## src/rtl/mesh_mvm_engine_if.sv

```systemverilog
// Handshake and bus bundle between the weight loader, the vector producer,
// the result consumer and mesh_mvm_engine.
interface mesh_mvm_engine_if #(
  parameter int DW    = 8,
  parameter int ROWS  = 5,
  parameter int COLS  = 5,
  parameter int ROW_W = 3,
  parameter int COL_W = 3,
  parameter int AW    = 19
);
  logic                     preload_valid;
  logic [ROW_W+COL_W-1:0]   preload_addr;
  logic [DW-1:0]            preload_data;
  logic                     preload_err;

  logic                     in_valid;
  logic                     in_ready;
  logic [COLS*DW-1:0]       x_vector_flat;
  logic                     signed_mode;
  logic                     acc_mode;

  logic                     out_valid;
  logic                     out_ready;
  logic [ROWS*AW-1:0]       result_flat;

  modport master (
    output preload_valid, preload_addr, preload_data,
    output in_valid, x_vector_flat, signed_mode, acc_mode,
    output out_ready,
    input  preload_err, in_ready, out_valid, result_flat
  );

  modport slave (
    input  preload_valid, preload_addr, preload_data,
    input  in_valid, x_vector_flat, signed_mode, acc_mode,
    input  out_ready,
    output preload_err, in_ready, out_valid, result_flat
  );
endinterface

```

## src/rtl/mesh_mvm_engine.sv

```systemverilog
// Weight-stationary matrix-vector engine: ROWS MAC lanes walk one weight column
// per cycle, with valid/ready on the x vector and on the result.
module mesh_mvm_engine #(
  parameter int DW      = 8,
  parameter int ROWS    = 5,
  parameter int COLS    = 5,
  parameter int ROW_W   = 3,
  parameter int COL_W   = 3,
  parameter int CYCLE_W = 5,
  parameter int AW      = 19
) (
  input  logic                clk,
  input  logic                rst_n,
  mesh_mvm_engine_if.slave    bus,
  output logic                busy,
  output logic [1:0]          state
);

  localparam logic [1:0] S_IDLE   = 2'd0;
  localparam logic [1:0] S_LOAD_X = 2'd1;
  localparam logic [1:0] S_MAC    = 2'd2;
  localparam logic [1:0] S_STORE  = 2'd3;

  logic [1:0]          state_q, state_d;
  logic [CYCLE_W-1:0]  cycle_q, cycle_d;
  logic [COLS*DW-1:0]  x_q, x_d;
  logic                signed_q, signed_d;
  logic                acc_mode_q, acc_mode_d;
  logic [AW-1:0]       acc_q [ROWS];
  logic [AW-1:0]       acc_d [ROWS];
  logic [DW-1:0]       w_q [ROWS][COLS];
  logic [DW-1:0]       w_d [ROWS][COLS];
  logic [ROWS*AW-1:0]  result_q, result_d;
  logic                out_valid_q, out_valid_d;
  logic                preload_err_q, preload_err_d;

  logic [ROW_W-1:0]    pre_row;
  logic [COL_W-1:0]    pre_col;
  logic                pre_ok;
  logic                accept;
  logic                last_col;
  logic [COL_W-1:0]    col_idx;
  logic [DW-1:0]       x_arr [COLS];
  logic [DW-1:0]       x_cur;
  logic [2*DW-1:0]     x_ext;
  logic [2*DW-1:0]     w_ext [ROWS];
  logic [2*DW-1:0]     prod2 [ROWS];
  logic [AW-1:0]       prod [ROWS];

  assign pre_row  = bus.preload_addr[ROW_W+COL_W-1:COL_W];
  assign pre_col  = bus.preload_addr[COL_W-1:0];
  assign pre_ok   = bus.preload_valid && (state_q == S_IDLE) &&
                    ({1'b0, pre_row} < (ROW_W+1)'(ROWS)) &&
                    ({1'b0, pre_col} < (COL_W+1)'(COLS));
  assign accept   = bus.in_valid && (state_q == S_IDLE);
  assign last_col = (cycle_q == CYCLE_W'(COLS-1));
  assign col_idx  = cycle_q[COL_W-1:0];

  // Operands are extended to 2*DW first so one multiplier serves both modes;
  // the low 2*DW bits of the product are exact for signed and unsigned alike.
  always_comb begin
    for (int c = 0; c < COLS; c++) begin
      x_arr[c] = x_q[c*DW +: DW];
    end
    x_cur = x_arr[col_idx];
    x_ext = signed_q ? {{DW{x_cur[DW-1]}}, x_cur} : {{DW{1'b0}}, x_cur};
    for (int r = 0; r < ROWS; r++) begin
      w_ext[r] = signed_q ? {{DW{w_q[r][col_idx][DW-1]}}, w_q[r][col_idx]}
                          : {{DW{1'b0}}, w_q[r][col_idx]};
      prod2[r] = w_ext[r] * x_ext;
      prod[r]  = signed_q ? {{(AW-2*DW){prod2[r][2*DW-1]}}, prod2[r]}
                          : {{(AW-2*DW){1'b0}}, prod2[r]};
    end
  end

  always_comb begin
    state_d       = state_q;
    cycle_d       = cycle_q;
    x_d           = x_q;
    signed_d      = signed_q;
    acc_mode_d    = acc_mode_q;
    acc_d         = acc_q;
    w_d           = w_q;
    result_d      = result_q;
    out_valid_d   = out_valid_q;
    preload_err_d = bus.preload_valid && !pre_ok;

    if (pre_ok) begin
      w_d[pre_row][pre_col] = bus.preload_data;
    end

    case (state_q)
      S_IDLE: begin
        if (accept) begin
          x_d        = bus.x_vector_flat;
          signed_d   = bus.signed_mode;
          acc_mode_d = bus.acc_mode;
          state_d    = S_LOAD_X;
        end
      end
      S_LOAD_X: begin
        for (int r = 0; r < ROWS; r++) begin
          acc_d[r] = acc_mode_q ? result_q[r*AW +: AW] : '0;
        end
        cycle_d = '0;
        state_d = S_MAC;
      end
      S_MAC: begin
        for (int r = 0; r < ROWS; r++) begin
          acc_d[r] = acc_q[r] + prod[r];
        end
        cycle_d = cycle_q + CYCLE_W'(1);
        if (last_col) begin
          for (int r = 0; r < ROWS; r++) begin
            result_d[r*AW +: AW] = acc_q[r] + prod[r];
          end
          out_valid_d = 1'b1;
          cycle_d     = '0;
          state_d     = S_STORE;
        end
      end
      S_STORE: begin
        if (bus.out_ready) begin
          out_valid_d = 1'b0;
          state_d     = S_IDLE;
        end
      end
      default: state_d = S_IDLE;
    endcase
  end

  // Reset clears the weight store too, so an aborted run leaves nothing behind.
  always_ff @(posedge clk or negedge rst_n) begin
    if (!rst_n) begin
      state_q       <= S_IDLE;
      cycle_q       <= '0;
      x_q           <= '0;
      signed_q      <= 1'b0;
      acc_mode_q    <= 1'b0;
      result_q      <= '0;
      out_valid_q   <= 1'b0;
      preload_err_q <= 1'b0;
      for (int r = 0; r < ROWS; r++) begin
        acc_q[r] <= '0;
        for (int c = 0; c < COLS; c++) begin
          w_q[r][c] <= '0;
        end
      end
    end else begin
      state_q       <= state_d;
      cycle_q       <= cycle_d;
      x_q           <= x_d;
      signed_q      <= signed_d;
      acc_mode_q    <= acc_mode_d;
      result_q      <= result_d;
      out_valid_q   <= out_valid_d;
      preload_err_q <= preload_err_d;
      acc_q         <= acc_d;
      w_q           <= w_d;
    end
  end

  assign bus.in_ready    = (state_q == S_IDLE);
  assign bus.out_valid   = out_valid_q;
  assign bus.result_flat = result_q;
  assign bus.preload_err = preload_err_q;
  assign busy            = (state_q != S_IDLE);
  assign state           = state_q;

endmodule

```

## src/flat_wrapper.sv

```systemverilog
// flat-port wrapper written by rule: the top's interface ports become plain ports
module mesh_mvm_engine_flat 
#(
  parameter int DW      = 8,
  parameter int ROWS    = 5,
  parameter int COLS    = 5,
  parameter int ROW_W   = 3,
  parameter int COL_W   = 3,
  parameter int CYCLE_W = 5,
  parameter int AW      = 19
)
  (clk, rst_n, busy, state, bus_preload_valid, bus_preload_addr, bus_preload_data, bus_in_valid, bus_x_vector_flat, bus_signed_mode, bus_acc_mode, bus_out_ready, bus_preload_err, bus_in_ready, bus_out_valid, bus_result_flat);
  mesh_mvm_engine_if #(.DW(DW), .ROWS(ROWS), .COLS(COLS), .ROW_W(ROW_W), .COL_W(COL_W), .AW(AW)) bus_i ();
  input  logic clk;
  input  logic rst_n;
  output logic busy;
  output logic [1:0] state;
  input wire logic [$bits(bus_i.preload_valid)-1:0] bus_preload_valid;
  input wire logic [$bits(bus_i.preload_addr)-1:0] bus_preload_addr;
  input wire logic [$bits(bus_i.preload_data)-1:0] bus_preload_data;
  input wire logic [$bits(bus_i.in_valid)-1:0] bus_in_valid;
  input wire logic [$bits(bus_i.x_vector_flat)-1:0] bus_x_vector_flat;
  input wire logic [$bits(bus_i.signed_mode)-1:0] bus_signed_mode;
  input wire logic [$bits(bus_i.acc_mode)-1:0] bus_acc_mode;
  input wire logic [$bits(bus_i.out_ready)-1:0] bus_out_ready;
  output wire logic [$bits(bus_i.preload_err)-1:0] bus_preload_err;
  output wire logic [$bits(bus_i.in_ready)-1:0] bus_in_ready;
  output wire logic [$bits(bus_i.out_valid)-1:0] bus_out_valid;
  output wire logic [$bits(bus_i.result_flat)-1:0] bus_result_flat;
  assign bus_i.preload_valid = bus_preload_valid;
  assign bus_i.preload_addr = bus_preload_addr;
  assign bus_i.preload_data = bus_preload_data;
  assign bus_i.in_valid = bus_in_valid;
  assign bus_i.x_vector_flat = bus_x_vector_flat;
  assign bus_i.signed_mode = bus_signed_mode;
  assign bus_i.acc_mode = bus_acc_mode;
  assign bus_i.out_ready = bus_out_ready;
  assign bus_preload_err = bus_i.preload_err;
  assign bus_in_ready = bus_i.in_ready;
  assign bus_out_valid = bus_i.out_valid;
  assign bus_result_flat = bus_i.result_flat;
  mesh_mvm_engine #(.DW(DW), .ROWS(ROWS), .COLS(COLS), .ROW_W(ROW_W), .COL_W(COL_W), .CYCLE_W(CYCLE_W), .AW(AW)) u_core (.clk(clk), .rst_n(rst_n), .bus(bus_i), .busy(busy), .state(state));
endmodule
```

## config.mk

```make
export PLATFORM = sky130hd
export DESIGN_NAME = mesh_mvm_engine_flat
export DESIGN_NICKNAME = d
export VERILOG_FILES = /design/src/rtl/mesh_mvm_engine_if.sv /design/src/rtl/mesh_mvm_engine.sv /design/src/flat_wrapper.sv
export SDC_FILE = /design/constraint.sdc
export NUM_CORES = 2
export LEC_CHECK = 0
export ABC_AREA = 1
export CAP_MARGIN = 20
export CORE_MARGIN = 4
export CORE_UTILIZATION = 50
export DETAILED_ROUTE_END_ITERATION = 7
export PLACE_DENSITY_LB_ADDON = 0.2
export SETUP_SLACK_MARGIN = 0.2
export SYNTH_ARGS = -nofsm -noshare
export SYNTH_HDL_FRONTEND = slang
export SYNTH_SLANG_ARGS = --single-unit
```

## constraint.sdc

```tcl
create_clock -name clk -period 7.75 [get_ports clk]
set_clock_uncertainty 0.15 [all_clocks]
set_input_delay 0.775 -clock clk [delete_from_list [all_inputs] [get_ports clk]]
set_output_delay 0.775 -clock clk [all_outputs]
set_load 0.01 [all_outputs]
```

==> impl_metrics.tcl <==
set metrics [dict create \
    regToRegSetupSlack_ns 0.11 \
    dpl.hpwl_um 84600 \
    cts.clk_slew.worst_paths_ns 0.06 \
    synthCells 5509 \
    grt_max_degree 143 \
    setup.worst_path.class "flop to flop" \
    clock_sinks 441 \
    cts_root_buffer "clkbuf_16" \
    vias 36700 \
    min_path_type "input port to async pin" \
    clock.fmax_mhz 131 \
    port_buffers 161 \
    die-area_um2 89300 \
    syn-num-nets 6280 \
    wl_um 118000 \
    rsz0062_at_grt "yes" \
    slowest_stage "fa_1" \
    finalHoldViolCount 0 \
    start_kind "flop" \
    drt_iter0_markers 2484 \
    start_util_pct 50.5 \
    syn_area_um2 42300 \
    worstPathRequired_ns 8.16 \
    worst_pin_slew_ns 1.06 \
    wl_per_cell_um 16.6 \
    async_flop_share_pct 100 \
    dieHeight_um 299 \
    final_cell_count_no_fill 7129 \
    syn_to_final_growth_pct 22.7 \
    drive_gt1_share_pct 16.8 \
    fin_setup_tns_ns 0 \
    grt_overflow 0 \
    grt_usage_pct 25.7 \
    yosys_warnings 0 \
    most-common-layout-cells "nand2_1 (1437), inv_1 (1067), dfrtp_1 (439)" \
    grt_pass1_wl_um 188000 \
    core_um2 83700 \
    max_stage_delay_ns 0.55 \
    dr.pass1.iters 6 \
    fin_crit_sh_pct 98.5 \
    cts_tree "built" \
    crit_path_end_kind "flop" \
    num_antenna_cells 0 \
    antenna_found_initial 1 \
    clockBufferDepth 3 \
    ys_seq_area_share_pct 26.1 \
    cts-buffers-inserted 53 \
    relSlewSlack_pct 28.9 \
    final_common_cell "nand2_1" \
    ys_types 61 \
    cap_violations 0 \
    synth_area_leaders "dfrtp_1 (26%), fa_1 (16%), nand2_1 (13%)" \
    fp.dieW_um 299 \
    ys_ff_latch 441 \
    finalSetupViolCount 0 \
    viasPerCell 5.15 \
    synth_top_cell_area_share_pct 26.1 \
    worstPathArrival_ns 8.05 \
    fp-row-count 106 \
    ant_nets 0 \
    slew_viol_final 0 \
    globalplace.congestion 0.891 \
    grt_pass1_vias 37500 \
    post-route-min-period_ns 7.64 \
    avgSynthCellArea_um2 7.67 \
    synth_edf_count 0 \
    htree_levels 2 \
    drc 0 \
    synth_ff_type "dfrtp_1" \
    crit_fanout 8 \
    final_nets 6724 \
    placed_cells 6938 \
    pin_count 162 \
    status "completed" \
    synth_top_area_cell "dfrtp_1" \
    postLayoutCoreUtil_pct 62.0 \
    clk_latency_ns 0.65 \
    postCtsHoldBufs 0 \
    cp_common_cell "nand2_2" \
]
cells by family after synthesis:
family	count (synthesis)	synth area share (%)
AOI/OAI and AO/OA	690	8.83
xor gates and xnor gates	164	3.45
adders and majority gates	710	27.1
buffers and inverters	1338	12.3
DFF	441	26.1
muxes	34	0.906
and+or+nand+nor	2132	21.2
worst max-delay path, delay by kind of cell (launching register included):
| kind | cells | cell delay [ns] |
|---|---|---|
| flops | 1 | 0.49 |
| compound gates | 6 | 0.62 |
| simple gates | 17 | 1.22 |
| fa+ha+maj | 8 | 3.30 |
| buf+inv | 17 | 1.58 |
| xor+xnor | 1 | 0.16 |
metal layers:
| layer | vias up | global-route usage (%) | share of wire, % |
|---|---|---|---|
| met3 | 206 | 2.48 | 4.5 |
| met4 | 0 | 8.43 | 3.3 |
| met2 | 838 | 46.8 | 51 |
| met5 | - | 0 | 0 |
| li1 | 17700 | - | - |
| met1 | 17900 | 32.1 | 41 |
through the flow:
stage	setup WS [ns]	hold slack [ns]	cell area [µm²]
floorplan	0.217	0.303	42300
global placement	-0.0800	0.316	47300
detailed placement	-0.140	0.323	47300
CTS	0.125	0.0756	49400
global route	-0.280	0.110	51900
finish	0.113	0.0352	51900
registers in the layout, summed over array words and instances (netlist names), 2 cells and up:
register and flops:
u_core.w_q 200, u_core.acc_q 95, u_core.bus.result_flat 95, u_core.x_q 40
u_core.cycle_q 5, u_core.state 2
Yosys cell counts, drive strengths merged, types with 3 or more instances:
library cell,number
nor3,16
nor2,224
nor4,4
o211ai,8
xor2,116
nand4,8
nand3,302
buf,80
clkbuf,121
inv,1136
or2,12
mux2,34
a21o,9
nand3b,10
ha,365
a31oi,8
a21oi,317
dfrtp,441
a22oi,16
o21ai,285
and2,3
a211oi,6
o21bai,24
xnor2,47
nand2,1552
fa,345
o31ai,7
final cells by class:
cell class	count	area, µm²
fill	7338	31800
multi-input combinational	3730	27700
sequential	441	11000
timing repair buffer	590	5690
inverter	1137	4290
clock buffer	69	1490
tap	1134	1420
clock inverter	28	269
worst paths after layout:
check,start,end,cells after the start
worst max-delay path,u_core.cycle_q[0],u_core.acc_q[37],49
worst min-delay path,rst_n,u_core.x_q[9],1
worst max register to register,u_core.cycle_q[0],u_core.acc_q[37],49
worst min register to register,u_core.w_q[80],u_core.w_q[80],2
max in group asynchronous,rst_n,u_core.w_q[96],2
min in group clk,u_core.w_q[80],u_core.w_q[80],2
timing repair:
| item | 4_1_cts | 5_1_grt |
|---|---|---|
| buffers inserted | 12 | 65 |
| endpoints found under the setup margin | 37 | 60 |
| cloned | 3 | 11 |
| pin swaps | 12 | 73 |
| resized for setup | 65 | 365 |
Power is not shown: default switching activity piles up to over one toggle a cycle in this logic, so the estimate is an artifact.
